**config.mk**
```make
export PLATFORM = sky130hd
export DESIGN_NAME = itype_instr_encoder_flat
export DESIGN_NICKNAME = d
export VERILOG_FILES = /design/src/rtl/itype_instr_encoder_pkg.sv /design/src/rtl/itype_instr_encoder_if.sv /design/src/rtl/itype_instr_encoder_li_expander.sv /design/src/rtl/itype_instr_encoder.sv /design/src/flat_wrapper.sv
export SDC_FILE = /design/constraint.sdc
export NUM_CORES = 1
export LEC_CHECK = 0
export ABC_AREA = 1
export CAP_MARGIN = 30
export CORE_MARGIN = 5
export CORE_UTILIZATION = 30
export DETAILED_ROUTE_END_ITERATION = 10
export PLACE_DENSITY = 0.68
export SYNTH_ARGS = -nofsm -noshare
export SYNTH_HDL_FRONTEND = slang
export SYNTH_SLANG_ARGS = --single-unit
```
**constraint.sdc**
```tcl
create_clock -name clk -period 1.42 [get_ports clk]
set_clock_uncertainty 0.2 [all_clocks]
set_input_delay 0.213 -clock clk [delete_from_list [all_inputs] [get_ports clk]]
set_output_delay 0.213 -clock clk [all_outputs]
set_load 0.05 [all_outputs]
```
**src/rtl/itype_instr_encoder_pkg.sv**
```systemverilog
// Shared refcpu definitions for the I-type instruction encoder: opcodes,
// command and state enums, and the I-type field layout.
package itype_instr_encoder_pkg;

   localparam logic [5:0] OP_ADDIU = 6'h09;
   localparam logic [5:0] OP_ANDI  = 6'h0C;
   localparam logic [5:0] OP_ORI   = 6'h0D;
   localparam logic [5:0] OP_XORI  = 6'h0E;
   localparam logic [5:0] OP_LUI   = 6'h0F;

   typedef enum logic [2:0] {
      CMD_ADDIU = 3'd0,
      CMD_ANDI  = 3'd1,
      CMD_ORI   = 3'd2,
      CMD_XORI  = 3'd3,
      CMD_LUI   = 3'd4,
      CMD_LI    = 3'd5,
      CMD_ILL6  = 3'd6,
      CMD_ILL7  = 3'd7
   } itype_cmd_t;

   typedef enum logic [1:0] {
      ST_IDLE  = 2'd0,
      ST_HOLD  = 2'd1,
      ST_HOLD2 = 2'd2
   } enc_state_t;

   typedef struct packed {
      logic [5:0]  opcode;
      logic [4:0]  rs;
      logic [4:0]  rt;
      logic [15:0] imm;
   } itype_fields_t;

   function automatic logic [31:0] makeWord(input logic [5:0] opcode,
                                            input logic [4:0] rs,
                                            input logic [4:0] rt,
                                            input logic [15:0] imm);
      itype_fields_t f;
      f.opcode = opcode;
      f.rs     = rs;
      f.rt     = rt;
      f.imm    = imm;
      return f;
   endfunction

endpackage

```
**src/rtl/itype_instr_encoder_if.sv**
```systemverilog
// Command and instruction-word handshake bundle for the I-type encoder.
// master = command source / word sink, slave = encoder.
interface itype_instr_encoder_if;

   logic        cmd_valid;
   logic        cmd_ready;
   logic [2:0]  cmd_op;
   logic [4:0]  cmd_rs;
   logic [4:0]  cmd_rt;
   logic [31:0] cmd_imm;
   logic        cmd_err;

   logic        out_valid;
   logic        out_ready;
   logic [31:0] out_instr;
   logic        out_last;

   modport master (
      output cmd_valid, cmd_op, cmd_rs, cmd_rt, cmd_imm, out_ready,
      input  cmd_ready, cmd_err, out_valid, out_instr, out_last
   );

   modport slave (
      input  cmd_valid, cmd_op, cmd_rs, cmd_rt, cmd_imm, out_ready,
      output cmd_ready, cmd_err, out_valid, out_instr, out_last
   );

endinterface

```
**src/rtl/itype_instr_encoder_li_expander.sv**
```systemverilog
// Combinational load-immediate expansion: picks the shortest one- or
// two-instruction sequence that builds a 32-bit constant in rt.
module itype_instr_encoder_li_expander
   import itype_instr_encoder_pkg::*;
(
   input  logic [31:0] i_imm,
   input  logic [4:0]  i_rt,
   output logic [1:0]  o_nWords,
   output logic [31:0] o_word0,
   output logic [31:0] o_word1
);

   logic [15:0] w_hi;
   logic [15:0] w_lo;

   assign w_hi = i_imm[31:16];
   assign w_lo = i_imm[15:0];

   // Cheapest form first: zero-extended, pure upper half, sign-extended, then the pair.
   always_comb begin
      o_nWords = 2'd1;
      o_word1  = '0;
      if (w_hi == 16'h0000) begin
         o_word0 = makeWord(OP_ORI, 5'd0, i_rt, w_lo);
      end else if (w_lo == 16'h0000) begin
         o_word0 = makeWord(OP_LUI, 5'd0, i_rt, w_hi);
      end else if (&i_imm[31:15]) begin
         o_word0 = makeWord(OP_ADDIU, 5'd0, i_rt, w_lo);
      end else begin
         o_nWords = 2'd2;
         o_word0  = makeWord(OP_LUI, 5'd0, i_rt, w_hi);
         o_word1  = makeWord(OP_ORI, i_rt, i_rt, w_lo);
      end
   end

endmodule

```
**src/rtl/itype_instr_encoder.sv**
```systemverilog
// I-type ALU command to MIPS instruction encoder with a single registered output word.
// Define ITYPE_ENC_LI_EN to enable the two-word LI pseudo-command (state HOLD2).
module itype_instr_encoder (
   input logic clk,
   input logic reset,
   itype_instr_encoder_if.slave bus
);

   import itype_instr_encoder_pkg::*;

   enc_state_t  r_state;
   logic [31:0] r_outInstr;
   logic        r_cmdErr;

   logic        w_cmdFire;
   logic        w_legal;
   logic [31:0] w_word0;
   logic [1:0]  w_liNWords;
   logic [31:0] w_liWord0;
   logic [31:0] w_liWord1;

`ifdef ITYPE_ENC_LI_EN
   logic        r_outLast;
   logic [31:0] r_pendWord;
   logic        w_twoWords;
   logic [31:0] w_word1;
`else
   logic        w_unusedLi;
   assign w_unusedLi = ^{w_liNWords, w_liWord0, w_liWord1};
`endif

   itype_instr_encoder_li_expander u_liExpander (
      .i_imm    (bus.cmd_imm),
      .i_rt     (bus.cmd_rt),
      .o_nWords (w_liNWords),
      .o_word0  (w_liWord0),
      .o_word1  (w_liWord1)
   );

   // A held word may be replaced only in the cycle it is taken by the sink.
   assign bus.cmd_ready = (r_state == ST_IDLE) || ((r_state == ST_HOLD) && bus.out_ready);
   assign w_cmdFire     = bus.cmd_valid && bus.cmd_ready;

   always_comb begin
      w_legal = 1'b1;
      w_word0 = '0;
`ifdef ITYPE_ENC_LI_EN
      w_twoWords = 1'b0;
      w_word1    = '0;
`endif
      case (itype_cmd_t'(bus.cmd_op))
         CMD_ADDIU: w_word0 = makeWord(OP_ADDIU, bus.cmd_rs, bus.cmd_rt, bus.cmd_imm[15:0]);
         CMD_ANDI:  w_word0 = makeWord(OP_ANDI,  bus.cmd_rs, bus.cmd_rt, bus.cmd_imm[15:0]);
         CMD_ORI:   w_word0 = makeWord(OP_ORI,   bus.cmd_rs, bus.cmd_rt, bus.cmd_imm[15:0]);
         CMD_XORI:  w_word0 = makeWord(OP_XORI,  bus.cmd_rs, bus.cmd_rt, bus.cmd_imm[15:0]);
         CMD_LUI:   w_word0 = makeWord(OP_LUI,   5'd0,       bus.cmd_rt, bus.cmd_imm[15:0]);
`ifdef ITYPE_ENC_LI_EN
         CMD_LI: begin
            w_word0    = w_liWord0;
            w_word1    = w_liWord1;
            w_twoWords = (w_liNWords == 2'd2);
         end
`endif
         default:   w_legal = 1'b0;
      endcase
   end

   always_ff @(posedge clk) begin
      if (reset) begin
         r_state    <= ST_IDLE;
         r_outInstr <= '0;
         r_cmdErr   <= 1'b0;
`ifdef ITYPE_ENC_LI_EN
         r_outLast  <= 1'b0;
         r_pendWord <= '0;
`endif
      end else begin
         r_cmdErr <= w_cmdFire && !w_legal;
         if (w_cmdFire && w_legal) begin
            r_outInstr <= w_word0;
`ifdef ITYPE_ENC_LI_EN
            r_outLast  <= !w_twoWords;
            r_pendWord <= w_word1;
            r_state    <= w_twoWords ? ST_HOLD2 : ST_HOLD;
`else
            r_state    <= ST_HOLD;
`endif
         end
`ifdef ITYPE_ENC_LI_EN
         else if ((r_state == ST_HOLD2) && bus.out_ready) begin
            r_outInstr <= r_pendWord;
            r_outLast  <= 1'b1;
            r_state    <= ST_HOLD;
         end
`endif
         else if (bus.out_ready) begin
            r_state <= ST_IDLE;
         end
      end
   end

   assign bus.out_valid = (r_state != ST_IDLE);
   assign bus.out_instr = r_outInstr;
   assign bus.cmd_err   = r_cmdErr;
`ifdef ITYPE_ENC_LI_EN
   assign bus.out_last  = r_outLast;
`else
   assign bus.out_last  = 1'b1;
`endif

endmodule

```
**src/flat_wrapper.sv**
```systemverilog
// flat-port wrapper written by rule: the top's interface ports become plain ports
module itype_instr_encoder_flat import itype_instr_encoder_pkg::*;
  (clk, reset, bus_cmd_valid, bus_cmd_op, bus_cmd_rs, bus_cmd_rt, bus_cmd_imm, bus_out_ready, bus_cmd_ready, bus_cmd_err, bus_out_valid, bus_out_instr, bus_out_last);
  itype_instr_encoder_if bus_i ();
  input logic clk;
  input logic reset;
  input wire logic [$bits(bus_i.cmd_valid)-1:0] bus_cmd_valid;
  input wire logic [$bits(bus_i.cmd_op)-1:0] bus_cmd_op;
  input wire logic [$bits(bus_i.cmd_rs)-1:0] bus_cmd_rs;
  input wire logic [$bits(bus_i.cmd_rt)-1:0] bus_cmd_rt;
  input wire logic [$bits(bus_i.cmd_imm)-1:0] bus_cmd_imm;
  input wire logic [$bits(bus_i.out_ready)-1:0] bus_out_ready;
  output wire logic [$bits(bus_i.cmd_ready)-1:0] bus_cmd_ready;
  output wire logic [$bits(bus_i.cmd_err)-1:0] bus_cmd_err;
  output wire logic [$bits(bus_i.out_valid)-1:0] bus_out_valid;
  output wire logic [$bits(bus_i.out_instr)-1:0] bus_out_instr;
  output wire logic [$bits(bus_i.out_last)-1:0] bus_out_last;
  assign bus_i.cmd_valid = bus_cmd_valid;
  assign bus_i.cmd_op = bus_cmd_op;
  assign bus_i.cmd_rs = bus_cmd_rs;
  assign bus_i.cmd_rt = bus_cmd_rt;
  assign bus_i.cmd_imm = bus_cmd_imm;
  assign bus_i.out_ready = bus_out_ready;
  assign bus_cmd_ready = bus_i.cmd_ready;
  assign bus_cmd_err = bus_i.cmd_err;
  assign bus_out_valid = bus_i.out_valid;
  assign bus_out_instr = bus_i.out_instr;
  assign bus_out_last = bus_i.out_last;
  itype_instr_encoder u_core (.clk(clk), .reset(reset), .bus(bus_i));
endmodule
```
==> results.txt <==
Worst EP arrival - 930 ps
CP max FO - 2
syn avg cell area - 6.95 um^2
Syn Inst Count - 194
fmax - 743 MHz
Area Growth Syn to Fin - 87.9%
Clock Tree Buf Depth - 2
crit path time final - 1350 ps
Power Total - 0.00257 W
Via density - 4.17
Core ar. - 0.00435 mm^2
largest net degree at the start of global routing - 25
Worst-path clk slew - 70 ps
CTS tree - yes
first-pass GRT wire length - 5800 um
Starting Density - 0.310
I/O pin count - 85
Synth top area share - 0.475
PwrDens - 1010 mW/mm^2
die height - 77.1 um
Final GP Congestion - 0.709
ANT nets after route - 0
root buffer cell - clkbuf_8
crit start category - register
Post-route DRC - 0
chip width - 77.1 um
top cells by area, synth - dfxtp_1, nand2_1, nor2_1
RSZ-0062 raised after global routing - false
peak supply drop - 0.479 mV
Setup Viol. Count Final - 0
synth warn - 0
routed wire length per instance - 10.5 um
Req. time, crit path - 1010 ps
vias in the first global route - 1322
total number of vias - 1334
final hold slack - 123 ps
worst skew pair latency - 280 ps
fillers - 385
Netlist Area Pre-Place - 0.00135 mm^2
run status - complete, no violations
synthesis-stage register bit count - 32
initial antenna violation count - 0
Layout Nets - 316
Final Max Tran Viols - 0
max_cap viols - 0
gr usage total - 0.123
PortBufs - 65
GR Overflow Total - 0
final hold violation count - 0
post-synth top area cell - dfxtp_1
initial drt markers - 36
Detailed Route WL - 3350 um
Seq/Total Area, Yosys - 0.475
H-tree depth - 2
Tcrit/Tclk final - 0.948
Crit Path Class - reg -> out
Rows - 24
crit end category - primary output
Detail Placement HPWL - 2700 um
Worst Hold Class - in -> reg
Unique masters post-synth - 18
die area - 0.00594 mm^2
layout cell share with drive strength beyond 1 - 0.216
Num CTS Buffers - 5
Sinks on Clock Net - 32
1st-pass router iterations - 4
hold_buf cts - 0
n_diodes - 0
Static Leak - 1.20 nW
## path summary, 6_finish.rpt
check                                        startpoint                                     to  slack (ps)  cells after the start
setup reg to reg         u_core.r_state[0]$_SDFFE_PP0P_  u_core.bus.out_instr[22]$_SDFFE_PP0P_         110                      5
hold reg to reg   u_core.bus.out_instr[23]$_SDFFE_PP0P_  u_core.bus.out_instr[23]$_SDFFE_PP0P_         310                      2
setup / recovery         u_core.r_state[0]$_SDFFE_PP0P_                          bus_out_valid          70                      2
hold / removal                            bus_cmd_op[2]          u_core.bus.cmd_err$_SDFF_PP0_         120                      3
## critical path, stage by stage, from the launching register on
cell and delay, ps:
dfxtp_4 360, buf_4 150, buf_12 140
## metal layers
layer,vias to the layer above,track usage,wire length [um]
met5,-,0,0
met4,0,0.0619,70
met3,7,0.0609,341
met2,44,0.210,1760
met1,576,0.122,1190
li1,707,-,-
## cell families after synthesis
family,after synthesis,synth area share
AND/OR/NAND/NOR,115,0.349
other,2,0.00557
flip-flops,32,0.475
buffers and inverters,35,0.131
AO/OA/AOI/OAI,10,0.0399
## layout by cell type, fill, tap and decap left out, types with 3 or more instances in the layout
master           count
buf_12              35
dfxtp_1             31
conb_1               3
a21oi_1              8
inv_1               23
nand3_1              5
clkbuf_8             6
nand2_1             55
clkdlybuf4s50_1     28
nor2_1              49
buf_4                8
dlymetal6s2s_1       3
## stage by stage
step	setup slack, ps	util	std cells	cell area, um^2	TNS [ps]
after floorplan	7.59	-	195	1370	0
after global placement	-254	0.557	311	2430	-7350
after detailed placement	-281	0.557	311	2430	-8030
after CTS	8.06	0.581	321	2530	0
after global routing	16.8	0.582	320	2530	0
final	74.0	0.582	320	2530	0
## what timing repair did
action                     in CTS  in global routing
hold endpoints to repair        0                  0
gates resized for setup         1                  5
gates cloned                    0                  0
buffers inserted                2                  0
setup endpoints to repair       1                 30
## Yosys cell counts, drive strengths merged
cell type  count
nand2         57
nor2          52
dfxtp         32
inv           25
buf           10
a21oi          9
nand3          5
conb           2
nor3           1
o21ai          1
## registers in the layout (all words and copies together) (netlist names)
name / cells
u_core.bus.out_instr: 30
u_core.bus.cmd_err: 1
u_core.r_state: 1
## where the power goes
group          internal [W]  total [W]  switching, W
Sequential         0.000964    0.00103     0.0000678
Clock              0.000395   0.000706      0.000311
Combinational      0.000411   0.000834      0.000423
Total               0.00177    0.00257      0.000801
## area by class of cell
class	count	area, um^2	share of cell area
clock buffer	8	90.1	0.0355
inverter	25	93.8	0.0370
timing repair buffer	75	1090	0.429
sequential	32	644	0.254
tap	52	65.1	0.0257
multi-input combinational	128	554	0.219
No activity file was read; power rests on OpenSTA's default activity.
